==> src/rtl/ysyx_23060136_ifu_pc_gen.sv <==
// ---------------------------------------------------------------------------
// ysyx_23060136_ifu_pc_gen
//
// First stage of the IFU mini pipeline. Produces the fetch PC stream that the
// IFU1->IFU2 segment register consumes. Branch-unit and predictor redirects
// are applied on the next edge when the front end is free. A redirect that
// arrives while the front end is stalled is buffered and applied on the
// first non-stalled cycle, so no redirect is ever lost.
//
// Ports:
//   clk              clock, all state updates on posedge
//   rst              synchronous active-high reset
//   BRANCH_flushIF   branch-unit redirect request
//   BRANCH_target    branch-unit redirect PC
//   BHT_flushIF      predictor redirect request
//   BHT_target       predictor redirect PC
//   FORWARD_stallIF  hold the fetch PC while high
//   IFU1_pc          current fetch PC (registered)
//   IFU1_valid       IFU1_pc is a real fetch (registered)
//   IFU1_redirect    one-cycle pulse: PC was loaded from a redirect this edge
//   IFU1_pending     a buffered redirect is waiting for stall release
// ---------------------------------------------------------------------------
module ysyx_23060136_ifu_pc_gen #(
    parameter int              BITS_W     = 32,
    parameter logic [BITS_W-1:0] PC_RST   = 32'h8000_0000,
    parameter int              INST_BYTES = 4
) (
    input  logic              clk,
    input  logic              rst,
    input  logic              BRANCH_flushIF,
    input  logic [BITS_W-1:0] BRANCH_target,
    input  logic              BHT_flushIF,
    input  logic [BITS_W-1:0] BHT_target,
    input  logic              FORWARD_stallIF,
    output logic [BITS_W-1:0] IFU1_pc,
    output logic              IFU1_valid,
    output logic              IFU1_redirect,
    output logic              IFU1_pending
);

    typedef enum logic [1:0] {
        S_BOOT = 2'd0,
        S_RUN  = 2'd1,
        S_HOLD = 2'd2
    } state_t;

    localparam logic [BITS_W-1:0] PC_INC = BITS_W'(INST_BYTES);

    // Instructions are word aligned; the low two target bits are dropped.
    function automatic logic [BITS_W-1:0] align_pc(input logic [BITS_W-1:0] t);
        align_pc = {t[BITS_W-1:2], 2'b00};
    endfunction

    state_t            state_q, state_d;
    logic [BITS_W-1:0] pc_q, pc_d;
    logic              valid_q, valid_d;
    logic              redirect_q, redirect_d;
    logic              pending_q, pending_d;
    logic [BITS_W-1:0] pend_target_q, pend_target_d;
    logic              pend_is_br_q, pend_is_br_d;

    logic [BITS_W-1:0] br_tgt_s;
    logic [BITS_W-1:0] bht_tgt_s;
    logic              sel_valid_s;
    logic [BITS_W-1:0] sel_target_s;

    // Same-cycle redirect select: branch unit beats predictor.
    always_comb begin
        br_tgt_s     = align_pc(BRANCH_target);
        bht_tgt_s    = align_pc(BHT_target);
        sel_valid_s  = BRANCH_flushIF | BHT_flushIF;
        if (BRANCH_flushIF) begin
            sel_target_s = br_tgt_s;
        end else begin
            sel_target_s = bht_tgt_s;
        end
    end

    // Next-state, next-PC and pending-buffer logic.
    always_comb begin
        state_d       = state_q;
        pc_d          = pc_q;
        valid_d       = valid_q;
        redirect_d    = 1'b0;
        pending_d     = pending_q;
        pend_target_d = pend_target_q;
        pend_is_br_d  = pend_is_br_q;

        case (state_q)
            S_BOOT: begin
                // First fetch is PC_RST itself; inputs are ignored here.
                state_d = S_RUN;
                valid_d = 1'b1;
            end
            S_RUN: begin
                if (!FORWARD_stallIF) begin
                    if (sel_valid_s) begin
                        pc_d       = sel_target_s;
                        redirect_d = 1'b1;
                    end else begin
                        pc_d = pc_q + PC_INC;
                    end
                end else begin
                    if (sel_valid_s) begin
                        pend_target_d = sel_target_s;
                        pend_is_br_d  = BRANCH_flushIF;
                        pending_d     = 1'b1;
                        state_d       = S_HOLD;
                    end else begin
                        pending_d = pending_q;
                    end
                end
            end
            S_HOLD: begin
                if (FORWARD_stallIF) begin
                    // A pending branch means the predictor is on a flushed
                    // path, so later BHT redirects must not replace it.
                    if (BRANCH_flushIF) begin
                        pend_target_d = br_tgt_s;
                        pend_is_br_d  = 1'b1;
                    end else if (BHT_flushIF && !pend_is_br_q) begin
                        pend_target_d = bht_tgt_s;
                        pend_is_br_d  = 1'b0;
                    end else begin
                        pend_target_d = pend_target_q;
                    end
                end else begin
                    if (BRANCH_flushIF) begin
                        pc_d = br_tgt_s;
                    end else if (pend_is_br_q) begin
                        pc_d = pend_target_q;
                    end else if (BHT_flushIF) begin
                        pc_d = bht_tgt_s;
                    end else begin
                        pc_d = pend_target_q;
                    end
                    redirect_d = 1'b1;
                    pending_d  = 1'b0;
                    state_d    = S_RUN;
                end
            end
            default: begin
                state_d   = S_BOOT;
                pc_d      = PC_RST;
                valid_d   = 1'b0;
                pending_d = 1'b0;
            end
        endcase
    end

    // State and output registers with synchronous reset.
    always_ff @(posedge clk) begin
        if (rst) begin
            state_q       <= S_BOOT;
            pc_q          <= PC_RST;
            valid_q       <= 1'b0;
            redirect_q    <= 1'b0;
            pending_q     <= 1'b0;
            pend_target_q <= '0;
            pend_is_br_q  <= 1'b0;
        end else begin
            state_q       <= state_d;
            pc_q          <= pc_d;
            valid_q       <= valid_d;
            redirect_q    <= redirect_d;
            pending_q     <= pending_d;
            pend_target_q <= pend_target_d;
            pend_is_br_q  <= pend_is_br_d;
        end
    end

    assign IFU1_pc       = pc_q;
    assign IFU1_valid    = valid_q;
    assign IFU1_redirect = redirect_q;
    assign IFU1_pending  = pending_q;

endmodule
==> config.mk <==
export PLATFORM = sky130hd
export DESIGN_NAME = ysyx_23060136_ifu_pc_gen
export DESIGN_NICKNAME = d
export VERILOG_FILES = /design/src/rtl/ysyx_23060136_ifu_pc_gen.sv
export SDC_FILE = /design/constraint.sdc
export NUM_CORES = 1
export LEC_CHECK = 0
export CORE_ASPECT_RATIO = 1.2
export CORE_MARGIN = 10
export CORE_UTILIZATION = 30
export CTS_CLUSTER_SIZE = 28
export DETAILED_ROUTE_END_ITERATION = 16
export GPL_TIMING_DRIVEN = 0
export PLACE_DENSITY = 0.66
export SLEW_MARGIN = 40
export SYNTH_ARGS = -nofsm -noshare
export SYNTH_HDL_FRONTEND = slang
export SYNTH_SLANG_ARGS = --single-unit
==> constraint.sdc <==
create_clock -name clk -period 2.2 [get_ports clk]
set_input_delay 0.33 -clock clk [delete_from_list [all_inputs] [get_ports clk]]
set_output_delay 0.33 -clock clk [all_outputs]
set_load 0.01 [all_outputs]
# ---- Word level (Yosys, flattened, before mapping)
# Cells that the tools add are included.
# Widths: inputs -> output; s select.
dict set report word_totals {
  register_bits 70
  in_bits 69
  output_inout_bits 35
  elab_cells 60
}
dict set report classes {
  addsub 1
  n_eq_ne 8
  mux 33
  n_bitwise 2
  reduce_logical 9
}
# op count
set op_table {}
lappend op_table {{$mux 32} 12}
lappend op_table {{$pmux 32 s3} 1}
lappend op_table {{$pmux 32 s2} 1}
lappend op_table {{$add 32x3->32 const B} 1}
lappend op_table {{$mux 1} 11}
lappend op_table {{$ne 2x2->1 const B} 5}
lappend op_table {{$mux 2} 3}
lappend op_table {{$pmux 1 s2} 3}
lappend op_table {{$pmux 2 s3} 1}
lappend op_table {{$reduce_and 3->1} 2}
lappend op_table {{$reduce_and 5->1} 1}
lappend op_table {{$reduce_and 4->1} 1}
lappend op_table {{$ne 3x3->1 const B} 1}
lappend op_table {{$pmux 1 s3} 1}
lappend op_table {{$eq 2x1->1 const B} 1}
lappend op_table {{$eq 2x2->1 const B} 1}
lappend op_table {{$logic_not 2->1} 1}
lappend op_table {{$reduce_bool 2->1} 1}
lappend op_table {{$reduce_or 2->1} 1}
lappend op_table {{$logic_and 1x1->1} 1}
lappend op_table {{$logic_not 1->1} 1}
lappend op_table {{$not 1->1} 1}
lappend op_table {{$or 1x1->1} 1}

# ---- Depth between registers and ports, before layout
dict set report depth {
  ltp_word 6
  ltp_mapped 9
  depth_no_buf 7
}

# ---- Worst setup path after synthesis
# No wires, ideal clock.
dict set report synth_timing {
  path_type {register to register}
  start {reg pc_q[2] (netlist: IFU1_pc[2])}
  end {reg pc_q[20] (netlist: IFU1_pc[20])}
  setup_time_ns 0.086
  t_arrival_ns 2.083
  t_required_ns 2.114
  path_slack_ns 0.031
  path_stages_with_launch 7
  n_path_buf 0
  period_less_slack_ns 2.169
  path_cell_list {dfxtp_1 ha_1 nand4_1 or3_4 or4_1 and3_1 a221oi_2}
}
dict set report synth_via {
  elab_chain_len 4
}
# item line
set synth_rtl {}
lappend synth_rtl {{from (decl)} 55} ;# logic [BITS_W-1:0] pc_q, pc_d;
lappend synth_rtl {{from (signal assigned)} 163} ;# pc_q <= pc_d;
lappend synth_rtl {{$add 32x3->32} 101} ;# pc_d = pc_q + PC_INC;
lappend synth_rtl {{$mux 32} 97} ;# if (sel_valid_s) begin
lappend synth_rtl {{$mux 32} 96} ;# if (!FORWARD_stallIF) begin
lappend synth_rtl {{$pmux 32 s3} 89} ;# case (state_q)
# Every way passes these cells. The select of a mux whose other input is x is not followed.
# A chain may end at the register's enable or synchronous reset.

# ---- Worst setup path in the final report
dict set report layout_timing {
  start {reg state_q[1]}
  end {reg pc_q[18] (netlist: IFU1_pc[18])}
}
dict set report layout_via {
  elab_chain_len 3
  elab_cells_between_ends 8
  classes_between {eq/ne: 4; mux: 1; bitwise: 1; reduce/logical: 2}
}
# item line
set layout_rtl {}
lappend layout_rtl {{from (decl)} 54} ;# state_t state_q, state_d;
lappend layout_rtl {{from (signal assigned)} 162} ;# state_q <= state_d;
lappend layout_rtl {{$eq 2x1->1, or another cell as far along} 89}
lappend layout_rtl {{$ne 2x2->1 (no source line) or $not 1->1 (tied branches)} n/a}
lappend layout_rtl {{$reduce_and 3->1 (no source line)} n/a}
# Several ways; a longest one is shown, not always the timed one.

==> metrics <==
CP max-delay cell or3b_2; hold path endpoint pend_target_q[15]; Inserted Clock Buffers 9; Initial Utilization 30.4%; Worst Path Arrival 2.42 ns; startpoint types flop; Post-Route WL 17.8 mm; post-synthesis cell area 4160 um^2; Final Power 4.68 mW; Port Buf Inserts 96; Crit path required time 2.49 ns; overall die height 149 um; DRT Pass-1 Iters 6; DR WL/cell 22.1 um; antenna violations before repair 0; Worst Path Max Fanout 6; largest area contributor in the netlist dfxtp_1; die area 19,000 um^2; cell count of the worst reg-to-reg path 7; vias 4,815; max_cap viols 0; worst-skew pair later-pin latency 0.34 ns; Yosys Warn Count 0; # setup viols final 0; post-route core utilization 44.1%; synthesized flop and latch total 66; antenna-violating nets left 0; Slew Limit Fails 0; Post-Syn Instances 517; Worst Setup End Kind flop; DR vias/cell 5.97; most common cell after layout, fill and taps aside clkdlybuf4s50_1; Worst Min Path Start pend_target_q[15]; Final Skew 0.00818 ns; FMAX 469 MHz; main combinational cell family by area after synthesis compound AO/OA/AOI/OAI gates; Clock Path Buffers 2; CTS tree done; vias in the first global route 4,843; R2R setup slack 0.07 ns; commonest cells after routing, fill and taps aside 94 x clkdlybuf4s50_1, 57 x dfxtp_1, 48 x nor2_1, 38 x mux2i_1, 34 x nand2_1; HP Class flop to flop; Slew HR 54.8%; I/O pin cnt 104; Synth Area in Compound Gates 28.9%; Tcrit/Tclk final 96.9%; sequential area share after synthesis 31.7%; Synth top area share 31.7%; DP Area 5350 um^2; initial DRC count 447; Synth Area in XOR/XNOR 1.05%; Finished Cell Area 6040 um^2; hold_buf cts 0; clk sinks 66; # DRC 0; dpl hpwl 13.6 mm; ys flop type dfxtp_1; maximum vdd drop 0.000320 V; launching point of the worst reg2reg path state_q[1]; hold depth 2; CP Cell Sequence inv_2 > ha_4 > or3b_4 > nor4_4 > or3b_2 > nand3_1 > a22o_1; Die Width 128 um; Synth Area per Inst 8.05 um^2; async set-or-reset flop fraction in the synthesized netlist 0%; total grt overflow 0; CP Class flop to flop; n_diodes 0; Post-Synth Simple-Gate Area 21.8%; layout cells sized above 1 16.5%; Post-synth EDFFs 0; clock-pin slew on the worst setup and hold paths 0.06 ns; largest cells by area after synthesis dfxtp_1 32%, mux2i_1 9.1%, a211oi_1 5.6%; gr usage total 18.2%; PwrDens 776 nW/um^2; Layout Nets 705; Worst Tran Pin Value 0.679 ns; global-route wire length before repair 27.6 mm; Final Hold Viols 0; H-tree depth 3; Synth Area in Adders 1.50%; routability cong. 0.916; post-synthesis mux area share 9.41%; Std-Cell Rows 47; FF-to-FF End IFU1_pc[18]; status finished clean; Core Box Area 13,700 um^2; leakage power 2.20 nW; CP peak stage delay 0.49 ns; area grow syn2layout 45.0%; largest net degree at the start of global routing 12; count of different cell masters after synthesis 66; Clock Tree Root clkbuf_16; fin crit period 2.13 ns
[synthesized netlist by cell type (3+ instances only)]
library cell and count:
o211ai_1 8, dfxtp_1 66, a41oi_1 3, mux2i_1 38, and3_1 16, a21o_1 4, o21ai_0 31, or4_1 3
a311oi_1 5, nand2b_1 3, a31oi_1 5, nand3b_1 3, a32oi_1 10, xor2_1 4, a211oi_1 31, nor2_1 51
nor4_1 7, inv_1 11, a22oi_1 7, o22ai_1 5, a21oi_1 30, nand4_1 10, buf_2 12, a32o_1 5
nand3_1 16, nor3_1 8, a221o_1 8, buf_1 4, nand2_1 35, clkbuf_1 26, and4_1 5, ha_1 5
[layer usage]
metal / vias to the layer above / track usage (%) / wire, um
li1: 2221 / - / -
met2: 263 / 30.3 / 8560
met5: - / 0 / 0
met3: 45 / 3.49 / 1330
met4: 0 / 9.12 / 648
met1: 2286 / 21.8 / 7270
[registers in the layout, summed over array words and instances, names as in the netlist]
name,cells
state_q,2
pend_is_br_q,1
IFU1_pc,30
IFU1_pending,1
pend_target_q,30
IFU1_valid,1
IFU1_redirect,1
[critical path: cells and delay by family, from the launching register on]
kind,cells,cell delay [ns]
buffers and inverters,1,0.11
and+or+nand+nor,4,1.31
AOI/OAI and AO/OA,1,0.12
adders and majority gates,1,0.19
DFF,1,0.36
[layout make-up]
type / count / area (um^2)
multi-input combinational: 397 / 2830
tap: 171 / 214
inverter: 11 / 41.3
sequential: 66 / 1340
clock buffer: 12 / 267
buffer: 40 / 234
clock inverter: 4 / 72.6
fill: 1382 / 7670
timing repair buffer: 106 / 1030
[worst max path at each step]
stage                      from                end  slack [ns]  cells past startpoint
global placement    BHT_flushIF        IFU1_pc[15]       -0.73                      8
detailed placement  BHT_flushIF  pend_target_q[16]       -0.82                      7
floorplan            IFU1_pc[2]        IFU1_pc[20]        0.03                      6
global route         state_q[1]        IFU1_pc[18]      -0.009                      7
finish               state_q[1]        IFU1_pc[18]        0.07                      7
CTS                  state_q[0]        IFU1_pc[15]       0.002                      9
[per-stage QoR]
| stage | setup WS [ns] | hold slack, ns | std cells | setup TNS [ns] |
|---|---|---|---|---|
| after global placement | -0.732 | 0.485 | 785 | -37.15 |
| after floorplan | 0.0309 | 0.476 | 518 | 0 |
| after global routing | -0.00933 | 0.523 | 807 | -0.00933 |
| after CTS | 0.00167 | 0.499 | 805 | 0 |
| final | 0.0675 | 0.498 | 807 | 0 |
| after detailed placement | -0.824 | 0.491 | 785 | -39.83 |
[cell families (layout without fill, tap and decap cells)]
logic type,count (synthesis),after routing
mux,39,39
flops,66,66
fa+ha+maj,5,5
simple gates,175,175
buf+inv,55,173
compound gates,171,171
xor+xnor,5,5
other cells,1,2
[report_power, final]
group / switching (mW) / total, mW / internal (mW)
Combinational: 0.876 / 1.51 / 0.639
Clock: 0.559 / 1.64 / 1.08
Sequential: 0.138 / 1.53 / 1.39
Total: 1.57 / 4.68 / 3.11
[repair_timing]
item                       CTS  global route
setup endpoints to repair   62            58
pin swaps                    5             5
buffers inserted             6             4
resized for setup           52            52
Power figures use the tool's default switching activity.
==> RTL edit: new RTL, same flow settings <==
Set the parameter `BITS_W` to 48 (it was 32).
--- a/src/rtl/ysyx_23060136_ifu_pc_gen.sv
+++ b/src/rtl/ysyx_23060136_ifu_pc_gen.sv
@@ -21,7 +21,7 @@
 //   IFU1_pending     a buffered redirect is waiting for stall release
 // ---------------------------------------------------------------------------
 module ysyx_23060136_ifu_pc_gen #(
-    parameter int              BITS_W     = 32,
+    parameter int              BITS_W     = 48,
     parameter logic [BITS_W-1:0] PC_RST   = 32'h8000_0000,
     parameter int              INST_BYTES = 4
 ) (
Ports: changed (resized BHT_target, BRANCH_target and IFU1_pc); port bits go from 104 to 152. No check against the original RTL was run, so the function may have changed too.
==> RTL edit against the original RTL <==
  * Power grew 33%
  * Wire length up 62%
  * Sequential power is 48% higher
  * Critical path type unchanged
  * Design area is 46% higher
  * Highest routed layer unchanged
  * Worst setup slack got worse by 0.047 ns
  * Via count grew 54%
  * First-iteration DRC count increased by 120%
  * Sequential cell count increased by 32
  * Global-route usage grew 1.9 points
  * Worst hold slack worse by 0.0017 ns
  * Area after synthesis rose by 51%
==> RTL edit: results (changes against the original RTL) <==
Status = complete, no violations (unchanged)
Pin count of the biggest net entering global routing = 16 (was 12)
Nets@finish = 1059 (was 705)
Hold path depth = 3 (was 2)
Worst Skew = 0.01127 ns (was 0.008180 ns)
Hold Slack = 0.4962 ns (was 0.4979 ns)
Synth top area cells = dfxtp_1 31%, mux2i_1 8.4%, a211oi_1 5.8% (was dfxtp_1 32%, mux2i_1 9.1%, a211oi_1 5.6%)
RR Endpoint = IFU1_pc[25] (was IFU1_pc[18])
Clock buffer depth = 2 (unchanged)
Slowest-stage cell, CP = a221o_1 (was or3b_2)
Critical Path Fanout Max = 10 (was 6)
Gr usage total = 20.06% (was 18.21%)
Worst-Skew Late Latency = 0.37 ns (was 0.34 ns)
Worst R2R Path Depth = 8 (was 7)
Arrival @ worst endpoint = 2.39 ns (was 2.42 ns)
Peak supply drop = 0.4839 mV (was 0.3195 mV)
Seq/Total Area, Yosys = 31.20% (was 31.74%)
Worst reg2reg path startpoint = state_q[0] (was state_q[1])
GP Congestion = 0.9551 (was 0.9164)
# port buffers = 142 (was 96)
Detailed placement HPWL = 21.53 mm (was 13.57 mm)
Avg WL per Cell = 23.57 um (was 22.08 um)
Worst slack, placed = -0.8413 ns (was -0.8243 ns)
Final worst-path cycle share = 99.05% (was 96.93%)
Fraction of layout cells with a size suffix above 1 = 13.36% (was 16.51%)
Drt initial violations = 968 (was 447)
Crit path largest cell delay = 0.43 ns (was 0.49 ns)
Vias in the first global route = 7080 (was 4843)
P_sw = 0.002273 W (was 0.001573 W)
Ys Warns = 0 (unchanged)
Average vias per placed instance = 6.047 (was 5.967)
R2R Setup Slk = 0.02 ns (was 0.07 ns)
Hold EP = state_q[1] (was pend_target_q[15])
Hold Path Origin = FORWARD_stallIF (was pend_target_q[15])
First-pass GRT wire length = 42.67 mm (was 27.57 mm)
Top cells by count, synth = 98 x dfxtp_1, 73 x nor2_1, 71 x nand2_1 (was 66 x dfxtp_1, 51 x nor2_1, 38 x mux2i_1)
DR pass1 iterations = 5 (was 6)
Yosys cell types = 70 (was 66)
LEAKAGE = 3.193 nW (was 2.203 nW)
Delay-heaviest family, CP = compound AO/OA/AOI/OAI gates (was simple AND/OR/NAND/NOR gates)
Worst Tran Pin Value = 0.8900 ns (was 0.6786 ns)
Hold crit path type = in -> reg (was reg -> reg)
==> RTL edit: changes by cell type in the layout (fill, tap and decap cells not counted), sizes merged, moves of 16 or more <==
| cell | before | now |
|---|---|---|
| clkdlybuf4s50 | 94 | 142 |
| nand2 | 35 | 72 |
| dfxtp | 66 | 98 |
| nor2 | 51 | 73 |
| a21oi | 30 | 49 |
| a211oi | 32 | 49 |
| nand4 | 10 | 27 |
| buf | 26 | 42 |
| o21ai | 31 | 47 |
==> RTL edit: worst reg2reg max path, cell delays in order, from the launching register on <==
cell and delay (ns):
dfxtp_2 0.38, inv_1 0.08, ha_2 0.24, nand2b_1 0.22, nor2_4 0.11, clkbuf_4 0.26
a221o_1 0.44, nand2_1 0.14, o311ai_0 0.17
==> RTL edit: metal layers <==
metal  up-vias  global-route usage (%)  routed length [um]
met3        80                   4.288                3009
met1      3470                   25.07               11450
met2       483                   31.57               12900
met4         0                   11.12                1460
li1       3363                       -                   -
met5         -                       0                   0
==> RTL edit: logic make-up (layout without fill, tap and decap cells) <==
logic type	after synthesis	after routing	synth area share, %
AO/OA/AOI/OAI	263	263	29.31
flip-flops	98	98	31.20
multiplexers	56	56	8.973
XOR/XNOR	5	5	0.6965
other	1	2	0.05963
buffers and inverters	85	252	5.531
AND/OR/NAND/NOR	277	277	23.24
adder cells (fa/ha/maj)	5	5	0.9948
==> RTL edit: final cells by class <==
type                       count  area [um^2]
fill                        2023        11660
multi-input combinational    608         4243
sequential                    98         1967
timing repair buffer         154         1511
tap                          265        331.6
buffer                        67        395.4
clock buffer                  12        256.5
clock inverter                 4        48.80
inverter                      15        56.30
==> RTL edit: worst max path at each step <==
stage,start,endpoint,cells after the start
after floorplan,state_q[0],pend_target_q[10],9
after global placement,BHT_flushIF,IFU1_pc[25],6
after detailed placement,BHT_flushIF,IFU1_pc[46],7
after CTS,state_q[0],IFU1_pc[29],7
after global routing,state_q[0],IFU1_pc[28],8
final,state_q[0],IFU1_pc[25],8
==> RTL edit: per-stage QoR <==
step	std cells	cell area, um^2	util, %
floorplan	791	6292	-
CTS	1216	8642	42.22
global route	1223	8810	43.04
global placement	1198	8045	39.31
finish	1223	8810	43.04
detailed placement	1198	8045	39.31
==> RTL edit: power groups by stage <==
stage / logic (W) / clock network, W / registers [W]
floorplan: 0.00114 / 0 / 0.00226
global placement: 0.00191 / 0 / 0.00228
detailed placement: 0.00193 / 0 / 0.00228
CTS: 0.00208 / 0.00172 / 0.00226
global route: 0.00237 / 0.00179 / 0.00231
finish: 0.00223 / 0.00172 / 0.00227
==> RTL edit: what timing repair did <==
item                                    4_1_cts  5_1_grt
endpoints found under the setup margin       95       92
setup buffers                                 5        6
pin swaps                                     4        4
gates cloned                                  0        1
resized for setup                            81       48
